### src/rtl/rv32i_pkg.sv
// Shared RV32I load/store encodings and LSU state type.
package rv32i_pkg;

  localparam logic [2:0] F3_LB  = 3'b000;
  localparam logic [2:0] F3_LH  = 3'b001;
  localparam logic [2:0] F3_LW  = 3'b010;
  localparam logic [2:0] F3_LBU = 3'b100;
  localparam logic [2:0] F3_LHU = 3'b101;
  localparam logic [2:0] F3_SB  = 3'b000;
  localparam logic [2:0] F3_SH  = 3'b001;
  localparam logic [2:0] F3_SW  = 3'b010;

  typedef enum logic [1:0] {LSU_IDLE, LSU_REQ, LSU_DONE} lsu_state_e;

  // Stores have no unsigned variants, so their legal set is narrower.
  function automatic logic f3_legal(input logic [2:0] f3, input logic is_store);
    if (is_store) return (f3 == F3_SB) || (f3 == F3_SH) || (f3 == F3_SW);
    return (f3 == F3_LB) || (f3 == F3_LH) || (f3 == F3_LW) ||
           (f3 == F3_LBU) || (f3 == F3_LHU);
  endfunction

endpackage

### src/rtl/lsu_sram_ctrl_if.sv
// Word-wide SRAM req/ack port between the LSU (master) and the memory (slave).
interface lsu_sram_ctrl_if #(parameter int ADDR_W = 16) ();
  logic              req;
  logic              we;
  logic [ADDR_W-1:0] addr;
  logic [31:0]       wdata;
  logic [3:0]        bmask;
  logic [31:0]       rdata;
  logic              ack;

  modport master (output req, we, addr, wdata, bmask, input rdata, ack);
  modport slave  (input req, we, addr, wdata, bmask, output rdata, ack);
endinterface

### src/rtl/lsu_data_align.sv
// Combinational lane steering: alignment check, store lane replication/bmask,
// load byte/half select with sign or zero extension.
module lsu_data_align
  import rv32i_pkg::*;
(
  input  logic        rden,
  input  logic        wren,
  input  logic [2:0]  req_f3,
  input  logic [1:0]  req_off,
  output logic        misaligned,
  input  logic        we,
  input  logic [2:0]  f3,
  input  logic [1:0]  off,
  input  logic [31:0] st_data,
  input  logic [31:0] rdata,
  output logic [31:0] wdata,
  output logic [3:0]  bmask,
  output logic [31:0] ld_data
);
  logic [7:0]  ld_b;
  logic [15:0] ld_h;

  // f3[1:0] encodes the access size for both loads and stores.
  always_comb begin
    misaligned = 1'b0;
    if (rden && wren) misaligned = 1'b1;
    else if (rden || wren) begin
      if (!f3_legal(req_f3, wren)) misaligned = 1'b1;
      else begin
        case (req_f3[1:0])
          2'b01:   misaligned = req_off[0];
          2'b10:   misaligned = |req_off;
          default: misaligned = 1'b0;
        endcase
      end
    end
  end

  always_comb begin
    wdata = st_data;
    bmask = 4'b1111;
    if (we) begin
      case (f3[1:0])
        2'b00: begin
          bmask = 4'b0001 << off;
          wdata = {4{st_data[7:0]}};
        end
        2'b01: begin
          bmask = off[1] ? 4'b1100 : 4'b0011;
          wdata = {2{st_data[15:0]}};
        end
        default: begin
          bmask = 4'b1111;
          wdata = st_data;
        end
      endcase
    end
  end

  assign ld_b = rdata[{off, 3'b000} +: 8];
  assign ld_h = off[1] ? rdata[31:16] : rdata[15:0];

  always_comb begin
    ld_data = '0;
    case (f3)
      F3_LB:   ld_data = {{24{ld_b[7]}}, ld_b};
      F3_LH:   ld_data = {{16{ld_h[15]}}, ld_h};
      F3_LW:   ld_data = rdata;
      F3_LBU:  ld_data = {24'd0, ld_b};
      F3_LHU:  ld_data = {16'd0, ld_h};
      default: ld_data = '0;
    endcase
  end
endmodule

### src/rtl/lsu_sram_ctrl.sv
// Load/store unit for the single-cycle RV32I core: stalls the core while a
// single SRAM req/ack access is in flight, with an ack timeout.
module lsu_sram_ctrl
  import rv32i_pkg::*;
#(
  parameter int ADDR_W  = 16,
  parameter int TIMEOUT = 255
) (
  input  logic        i_clk,
  input  logic        i_rst_n,
  input  logic        i_mem_rden,
  input  logic        i_mem_wren,
  input  logic [2:0]  i_funct3,
  input  logic [31:0] i_addr,
  input  logic [31:0] i_st_data,
  output logic [31:0] o_ld_data,
  output logic        o_stall,
  output logic        o_misaligned,
  output logic        o_bus_err,
  lsu_sram_ctrl_if.master sram
);
  localparam int CNT_W = $clog2(TIMEOUT + 1);

  lsu_state_e        state, nxt;
  logic [CNT_W-1:0]  cnt;
  logic [ADDR_W+1:0] cap_addr;
  logic [2:0]        cap_f3;
  logic [31:0]       cap_st, cap_rdata;
  logic              cap_we;
  logic              mis_raw, stall_c, timeout_hit, in_req;
  logic [31:0]       al_wdata, al_ld;
  logic [3:0]        al_bmask;
  logic              unused_addr_hi;

  assign unused_addr_hi = ^i_addr[31:ADDR_W+2];

  lsu_data_align u_align (
    .rden       (i_mem_rden),
    .wren       (i_mem_wren),
    .req_f3     (i_funct3),
    .req_off    (i_addr[1:0]),
    .misaligned (mis_raw),
    .we         (cap_we),
    .f3         (cap_f3),
    .off        (cap_addr[1:0]),
    .st_data    (cap_st),
    .rdata      (cap_rdata),
    .wdata      (al_wdata),
    .bmask      (al_bmask),
    .ld_data    (al_ld)
  );

  assign timeout_hit = (cnt == CNT_W'(TIMEOUT - 1));

  always_comb begin
    nxt       = state;
    stall_c   = 1'b0;
    o_bus_err = 1'b0;
    case (state)
      LSU_IDLE: if ((i_mem_rden || i_mem_wren) && !mis_raw) begin
        stall_c = 1'b1;
        nxt     = LSU_REQ;
      end
      LSU_REQ: begin
        stall_c = 1'b1;
        if (sram.ack) nxt = LSU_DONE;
        else if (timeout_hit) begin
          o_bus_err = 1'b1;
          nxt       = LSU_DONE;
        end
      end
      // DONE ignores the still-asserted request of the committing instruction.
      LSU_DONE: nxt = LSU_IDLE;
      default:  nxt = LSU_IDLE;
    endcase
  end

  always_ff @(posedge i_clk or negedge i_rst_n) begin
    if (!i_rst_n) begin
      state     <= LSU_IDLE;
      cnt       <= '0;
      cap_addr  <= '0;
      cap_f3    <= '0;
      cap_st    <= '0;
      cap_we    <= 1'b0;
      cap_rdata <= '0;
    end else begin
      state <= nxt;
      if (state == LSU_IDLE && nxt == LSU_REQ) begin
        cap_addr <= i_addr[ADDR_W+1:0];
        cap_f3   <= i_funct3;
        cap_st   <= i_st_data;
        cap_we   <= i_mem_wren;
      end
      if (state == LSU_REQ && nxt == LSU_REQ) cnt <= cnt + CNT_W'(1);
      else                                    cnt <= '0;
      // A timed-out access returns zero as its read data.
      if (state == LSU_REQ && nxt == LSU_DONE)
        cap_rdata <= sram.ack ? sram.rdata : '0;
    end
  end

  // Reset gates the combinational outputs so a held request reads as idle.
  assign o_stall      = stall_c && i_rst_n;
  assign o_misaligned = (state == LSU_IDLE) && mis_raw && i_rst_n;
  assign o_ld_data    = (state == LSU_DONE && !cap_we) ? al_ld : '0;

  assign in_req      = (state == LSU_REQ);
  assign sram.req    = in_req;
  assign sram.we     = in_req && cap_we;
  assign sram.addr   = in_req ? cap_addr[ADDR_W+1:2] : '0;
  assign sram.wdata  = in_req ? al_wdata : '0;
  assign sram.bmask  = in_req ? al_bmask : '0;
endmodule
### src/flat_wrapper.sv
// flat-port wrapper written by rule: the top's interface ports become plain ports
module lsu_sram_ctrl_flat import rv32i_pkg::*;
#(
  parameter int ADDR_W  = 16,
  parameter int TIMEOUT = 255
)
  (i_clk, i_rst_n, i_mem_rden, i_mem_wren, i_funct3, i_addr, i_st_data, o_ld_data, o_stall, o_misaligned, o_bus_err, sram_req, sram_we, sram_addr, sram_wdata, sram_bmask, sram_rdata, sram_ack);
  lsu_sram_ctrl_if #(.ADDR_W(ADDR_W)) sram_i ();
  input  logic i_clk;
  input  logic i_rst_n;
  input  logic i_mem_rden;
  input  logic i_mem_wren;
  input  logic [2:0] i_funct3;
  input  logic [31:0] i_addr;
  input  logic [31:0] i_st_data;
  output logic [31:0] o_ld_data;
  output logic o_stall;
  output logic o_misaligned;
  output logic o_bus_err;
  output wire logic [$bits(sram_i.req)-1:0] sram_req;
  output wire logic [$bits(sram_i.we)-1:0] sram_we;
  output wire logic [$bits(sram_i.addr)-1:0] sram_addr;
  output wire logic [$bits(sram_i.wdata)-1:0] sram_wdata;
  output wire logic [$bits(sram_i.bmask)-1:0] sram_bmask;
  input wire logic [$bits(sram_i.rdata)-1:0] sram_rdata;
  input wire logic [$bits(sram_i.ack)-1:0] sram_ack;
  assign sram_req = sram_i.req;
  assign sram_we = sram_i.we;
  assign sram_addr = sram_i.addr;
  assign sram_wdata = sram_i.wdata;
  assign sram_bmask = sram_i.bmask;
  assign sram_i.rdata = sram_rdata;
  assign sram_i.ack = sram_ack;
  lsu_sram_ctrl #(.ADDR_W(ADDR_W), .TIMEOUT(TIMEOUT)) u_core (.i_clk(i_clk), .i_rst_n(i_rst_n), .i_mem_rden(i_mem_rden), .i_mem_wren(i_mem_wren), .i_funct3(i_funct3), .i_addr(i_addr), .i_st_data(i_st_data), .o_ld_data(o_ld_data), .o_stall(o_stall), .o_misaligned(o_misaligned), .o_bus_err(o_bus_err), .sram(sram_i));
endmodule
### config.mk
export PLATFORM = sky130hd
export DESIGN_NAME = lsu_sram_ctrl_flat
export DESIGN_NICKNAME = d
export VERILOG_FILES = /design/src/rtl/rv32i_pkg.sv /design/src/rtl/lsu_sram_ctrl_if.sv /design/src/rtl/lsu_data_align.sv /design/src/rtl/lsu_sram_ctrl.sv /design/src/flat_wrapper.sv
export SDC_FILE = /design/constraint.sdc
export NUM_CORES = 1
export LEC_CHECK = 0
export CAP_MARGIN = 20
export CORE_ASPECT_RATIO = 0.6
export CORE_MARGIN = 5
export CORE_UTILIZATION = 45
export DETAILED_ROUTE_END_ITERATION = 10
export PLACE_DENSITY = 0.77
export SYNTH_ARGS = -nofsm -noshare
export SYNTH_HDL_FRONTEND = slang
export SYNTH_SLANG_ARGS = --single-unit
export TNS_END_PERCENT = 50
### constraint.sdc
create_clock -name i_clk -period 3 [get_ports i_clk]
set_input_delay 0.6 -clock i_clk [delete_from_list [all_inputs] [get_ports i_clk]]
set_output_delay 0.6 -clock i_clk [all_outputs]
set_load 0.01 [all_outputs]
* Yosys cells after proc, flatten, opt, wreduce, memory -nomap -nowiden
Cells that the tools add are included.
** Word-level totals
- RAM bits :: 0
- Flip-flop bits (word level) :: 96
- Word-level logic and storage cells :: 81
- Memories :: 0
- Latch bits :: 0
- Memory bits (read-only) :: 0
** Cells by class
- Shift-type cells :: 2
- Mux-type cells :: 33
- Add/sub/neg operators :: 1
- Bitwise gates (word level) :: 0
- Equality and inequality tests :: 16
- Multipliers :: 0
- Reductions and logical operators :: 22
- Div/mod/pow operators :: 0
- Magnitude comparators :: 0
** Operator list (count)
- one-hot mux 32 bit (5 select lines) :: 1
- 2-to-1 mux 32 bit :: 4
- one-hot mux 32 bit (2 select lines) :: 1
- 2-to-1 mux 16 bit :: 2
- indexed part select 32 x 6 -> 8 bit :: 1
- 2-to-1 mux 1 bit :: 14
- == test 3 bit, second input constant :: 4
- 2-to-1 mux 4 bit :: 3
- logical AND 1 bit :: 10
- adder 8 x 1 -> 8 bit, second input constant :: 1
- == test 2 x 1 -> 1 bit, second input constant :: 4
- == test 8 bit, second input constant :: 1
- 2-to-1 mux 8 bit :: 1
- one-hot mux 4 bit (2 select lines) :: 1
- == test 2 bit, second input constant :: 3
- == test 3 x 1 -> 1 bit, second input constant :: 2
- == test 3 x 2 -> 1 bit, second input constant :: 2
- zero test 3 bit :: 2
- 2-to-1 mux 2 bit :: 3
- logical OR 1 bit :: 5
- zero test 2 bit :: 2
- one-hot mux 1 bit (2 select lines) :: 2
- one-hot mux 2 bit (2 select lines) :: 1
- left shift 1 x 2 -> 4 bit, first input constant :: 1
- 2 further kinds :: 3

* Logic depth before layout (Yosys ltp)
- Word-level depth :: 18
- Depth in mapped cells :: 8

* Modules after synthesis
From an unflattened synthesis, not the netlist that was laid out.
** Second synthesis, totals
- Cells, all modules :: 600
- Area total of the unflattened synthesis :: 6050.8 um2
** Modules (own cells, without submodules)
- lsu_sram_ctrl :: instances 1, sequential area each 2402.3 um2, area each 4734.5 um2, cells an instance 404
- lsu_data_align :: instances 1, sequential area each 0.0 um2, area each 1316.3 um2, cells an instance 196

* Least setup slack after synthesis
No wires, ideal clock.
- Path kind :: input to output
- Start :: input i_funct3[0]
- End :: output o_stall
- Stages :: 8
- Arrival :: 1.932 ns
- Buffers on the path :: 2
- Setup slack :: 0.468 ns
- Required time :: 2.400 ns
- Cell sequence :: inv_1 ha_1 o211ai_1 nand2_1 nor4_2 buf_4 buf_6 o211a_1
** Between the ends
- Cells in the longest elaborated chain, start to end :: 16
- Elaborated cells on any way between the ends :: 24
** Ends and longest elaborated chain
- from (decl) :: line flat_wrapper.sv:13 : input logic [2:0] i_funct3;
- == test 3 x 1 -> 1 bit / zero test 3 bit (equally long branches) :: line rv32i_pkg.sv:17, rv32i_pkg.sv:18
- logical OR 1 bit (2 in a row) :: line rv32i_pkg.sv:17, rv32i_pkg.sv:18
- logical OR 1 bit :: line rv32i_pkg.sv:18 : return (f3 == F3_LB) || (f3 == F3_LH) || (f3 == F3_LW) ||
- logical OR 1 bit :: line rv32i_pkg.sv:19 : (f3 == F3_LBU) || (f3 == F3_LHU);
- 2-to-1 mux 1 bit :: line rv32i_pkg.sv:18
- 2-to-1 mux 1 bit :: line lsu_data_align.sv:27 : else if (rden || wren) begin
- 2-to-1 mux 1 bit :: line lsu_data_align.sv:26 : if (rden && wren) misaligned = 1'b1;
- 2-to-1 mux 1 bit (*) :: line lsu_data_align.sv:28 : if (!f3_legal(req_f3, wren)) misaligned = 1'b1;
- 2-to-1 mux 1 bit (*) :: line lsu_data_align.sv:27
- 2-to-1 mux 1 bit (*) :: line lsu_data_align.sv:26
- zero test 1 bit (*) :: line lsu_sram_ctrl.sv:60 : LSU_IDLE: if ((i_mem_rden || i_mem_wren) && !mis_raw) begin
- logical AND 1 bit (*) :: line lsu_sram_ctrl.sv:60
- 2-to-1 mux 1 bit (*) :: line lsu_sram_ctrl.sv:60
- one-hot mux 1 bit (2 select lines) (*) :: line lsu_sram_ctrl.sv:59 : case (state)
- logical AND 1 bit (*) :: line lsu_sram_ctrl.sv:104 : assign o_stall = stall_c && i_rst_n;
- to (decl) :: line flat_wrapper.sv:17 : output logic o_stall;
Mark *: on every way between the ends. The rest lies on a longest branch, timed or not. The select of a mux whose other input is x is not followed.

* Worst setup path in the final report
Ends and elaborated chain as after synthesis.

==> results.txt <==
TritonCTS built the clock tree. The number of clock buffers added by TritonCTS is 9. The first TritonRoute pass finished after 5 iterations.

The period utilization works out to 96.5%. The synthesized area divided by synthesized cell count works out to 10.5 µm². The count of cell types in the netlist came out at 44. At the end of the flow the core is filled with cells to 66.5%. The max-capacitance violation count was 0; the worst hold slack after final layout was 0.0625 ns. For the initial antenna violation count, the log shows 0.

Static timing analysis puts the maximum clock frequency at 345 MHz. The number of nets handed over by synthesis was 601. Global routing consumed, over all layers together, 23.8% of the routing resources.

IR analysis of the VDD net gives a maximum drop of 0.000457 V. The die covers 13800 µm². Cells with a size suffix above 1 make up 13.5% of the layout. The run gives 16300 µm as the final wirelength. For the total standard cell area after synthesis, the log shows 5150 µm². In this run, the combinational gates consume 40.0% of the power. For the setup skew after layout, the log shows 0.00767 ns. The area inside the core boundary was 11300 µm²; the clock group share of total power was 19.7%. The routed layout has 4595 vias. Of the synthesized area, sequential elements account for 46.6%. The worst slew margin relative to its limit is 44.7%, and the number of top-level pins is 193. The count of antenna-violating nets left after detailed routing came out at 0. The flow ran to the end, and the final reports show no timing, DRC or antenna violations. The run gives 2.40 ns as the required time reported for the critical path endpoint. The tools report the cell chosen for the clock root as sky130_fd_sc_hd__clkbuf_16.

For the cell area reported after detailed placement, the log shows 7120 µm². CTS saw 96 sinks. The run gives 869 as the fill cell total of the finished layout.

The async set or reset register ratio after synthesis was 100%; the die boundary height was 92.9 µm. The final layout contains 776 nets. For the number of diodes, the log shows 0. Counting every instance in the synthesized netlist gives 492. Counting along the longest clock path gives a buffer depth of 2. The tools report the data arrival time of the critical path as 2.30 ns. In the post-synthesis netlist, the biggest area contributors are sky130_fd_sc_hd__dfrtp_1 47%, sky130_fd_sc_hd__mux2_1 8.3%, sky130_fd_sc_hd__a22o_1 6.5%, sky130_fd_sc_hd__a21oi_1 6.1%, sky130_fd_sc_hd__nand2_1 4.4%.

The logs give 0 for the number of max-slew violations in the final report and 4654 for the via count of the first global-routing pass. Effective utilization at floorplan: 45.7%. The internal portion of the total power is 3.74 mW.

In this run, synthesis produced a sequential element count of 96. In this run, flip-flops and latches consume 40.3% of the power. The number of remaining DRC errors came out at 0. The half-perimeter wire length after placement came out at 11900 µm.

Once routing completed, OpenROAD measured the worst setup slack at 0.104 ns. In this run the power density over the cells is 789 nW/µm². The library cell used most frequently in the layout, excluding fill and tap cells, is sky130_fd_sc_hd__clkdlybuf4s50_1. The worst setup path is captured at an output port. The tools report the first-pass GRT wire length as 25600 µm. The detailed router finished its first iteration with 324 violations. The synthesized design contains 0 enable-type register cells. The horizontal extent of the die works out to 148 µm. Number of placement rows: 30. For the number of H-tree levels, the log shows 3. Among all flip-flop cells after synthesis, the most frequent one is sky130_fd_sc_hd__dfrtp_1. The via density per instance is 5.63.

For the number of instances in the placed design, the log shows 800. The area growth from synthesis to layout is 45.3%. Summed over all nets, the switching power comes to 2.16 mW. Net switching is 36.6% of the power. The top cell type's share of synthesized area was 46.6%; the number of failing setup endpoints in the final timing report was 0.

The largest total area in the synthesized netlist belongs to sky130_fd_sc_hd__dfrtp_1. Leaving out fill and tap cells, the most frequent cells in the layout are 175 x sky130_fd_sc_hd__clkdlybuf4s50_1, 93 x sky130_fd_sc_hd__dfrtp_1, 62 x sky130_fd_sc_hd__a21oi_1. The worst-margin pin slew is 0.830 ns, and the leakage power total is 3.06 nW. Summing all non-filler instances in the final layout gives an area of 7480 µm². The type of the worst setup path is in2out.

During synthesis, Yosys emitted a total of 0 warnings. For the worst slack at placement, the log shows -0.399 ns. The total global routing overflow is 0. Number of standard cells in the final layout excluding fillers: 816. The routed design could run at a clock period as short as 2.90 ns.

Maximum fanout along the worst path: 2. Entering global routing, the biggest net connects 66 pins. Kind of start point of the critical path: an input pin. The number of buffers inserted by port buffering works out to 178. In the final routed layout, each cell accounts on average for 20.0 µm. Clock insertion delay at the later pin of the skew report: 0.35 ns. For the routability congestion estimate, the log shows 0.903. Setup repair after global routing left no endpoint under its margin. Clock-pin slew was measured on the worst setup and hold paths at 0.06 ns. The path class of the tightest hold or removal check is in2async. The run gives 0 as the number of endpoints with negative hold slack in the final report.

For the worst flop-to-flop path, the logic depth is 5.
stage by stage:
stage	TNS (ns)	total power [mW]
global route	0	6.23
floorplan	0	3.63
detailed placement	-14.92	4.64
global placement	-10.93	4.54
CTS	-0.0238	5.84
finish	0	5.90
power groups by stage:
stage | clock (mW) | combinational (mW) | sequential (mW)
3_5_place_dp | 0 | 2.29 | 2.34
6_report | 1.16 | 2.36 | 2.38
2_1_floorplan | 0 | 1.52 | 2.11
4_1_cts | 1.19 | 2.33 | 2.33
5_1_grt | 1.25 | 2.56 | 2.43
3_3_place_gp | 0 | 2.24 | 2.30
final cells by class:
| cell class | instances | area [µm²] | area share [%] |
|---|---|---|---|
| timing repair buffer | 203 | 1980 | 26.4 |
| tap | 144 | 180 | 2.41 |
| clock inverter | 7 | 76.3 | 1.02 |
| multi-input combinational | 350 | 2590 | 34.6 |
| inverter | 7 | 26.3 | 0.351 |
| sequential | 96 | 2410 | 32.2 |
| clock buffer | 9 | 225 | 3.01 |
cells by family (layout without fill, tap and decap cells):
logic type,Yosys count,after routing,synth area share [%]
AOI/OAI and AO/OA,127,127,16.2
DFF,96,96,46.6
xor gates and xnor gates,1,1,0.170
muxes,79,79,18.4
buffers and inverters,46,226,4.47
adders and majority gates,5,5,1.21
and+or+nand+nor,138,138,12.9
cell usage after synthesis (3+ instances only):
cell / instances
sky130_fd_sc_hd__buf_1: 3
sky130_fd_sc_hd__dfrtp_1: 96
sky130_fd_sc_hd__nor3_1: 3
sky130_fd_sc_hd__ha_1: 5
sky130_fd_sc_hd__nor2b_1: 3
sky130_fd_sc_hd__a21oi_1: 63
sky130_fd_sc_hd__nand2_1: 60
sky130_fd_sc_hd__o21bai_1: 3
sky130_fd_sc_hd__and2_1: 27
sky130_fd_sc_hd__nor2_1: 25
sky130_fd_sc_hd__buf_6: 4
sky130_fd_sc_hd__a22o_1: 38
sky130_fd_sc_hd__mux2_2: 17
sky130_fd_sc_hd__buf_2: 16
sky130_fd_sc_hd__clkbuf_1: 14
sky130_fd_sc_hd__mux4_2: 7
sky130_fd_sc_hd__a211oi_1: 9
sky130_fd_sc_hd__nand2b_1: 5
sky130_fd_sc_hd__inv_1: 7
sky130_fd_sc_hd__mux2i_1: 17
sky130_fd_sc_hd__o21ai_0: 5
sky130_fd_sc_hd__mux2_1: 38
critical path, cell delays in order:
cell and delay, ns:
sky130_fd_sc_hd__clkdlybuf4s50_1 0.50, sky130_fd_sc_hd__buf_4 0.13, sky130_fd_sc_hd__ha_1 0.18, sky130_fd_sc_hd__a211oi_2 0.07, sky130_fd_sc_hd__buf_4 0.15, sky130_fd_sc_hd__nor4_4 0.34
sky130_fd_sc_hd__o211a_1 0.18, sky130_fd_sc_hd__clkbuf_2 0.15
worst paths after layout:
path,start,end,slack (ns)
min,i_rst_n,u_core.cap_rdata[28],0.06
min reg2reg,u_core.cap_addr[3],u_core.cap_addr[3],0.48
max reg2reg,u_core.state[0],u_core.cap_st[23],0.65
max in group asynchronous,i_rst_n,u_core.cap_we,1.91
max,i_funct3[0],o_stall,0.10
min in group i_clk,u_core.cap_addr[3],u_core.cap_addr[3],0.48
sequential cells by signal, summed over array words and instances, names as in the netlist:
signal,count
u_core.cnt,8
u_core.cap_f3,3
u_core.cap_st,32
u_core.state,2
u_core.cap_addr,18
u_core.cap_we,1
u_core.cap_rdata,32
metal layers:
| layer | global-route usage, % | routed length [µm] |
|---|---|---|
| met4 | 7.46 | 418 |
| met3 | 6.85 | 1620 |
| met2 | 34.3 | 7080 |
| met1 | 34.6 | 7200 |
| met5 | 0 | 0 |
what timing repair did:
| action | 4_1_cts | 5_1_grt |
|---|---|---|
| hold buffers | 0 | 0 |
| setup endpoints to repair | 28 | 47 |
| setup buffers | 0 | 0 |
| resized for setup | 7 | 23 |
| cloned | 0 | 0 |
| pin swaps | 1 | 2 |
Note: power is estimated with default switching activity, not from simulation.
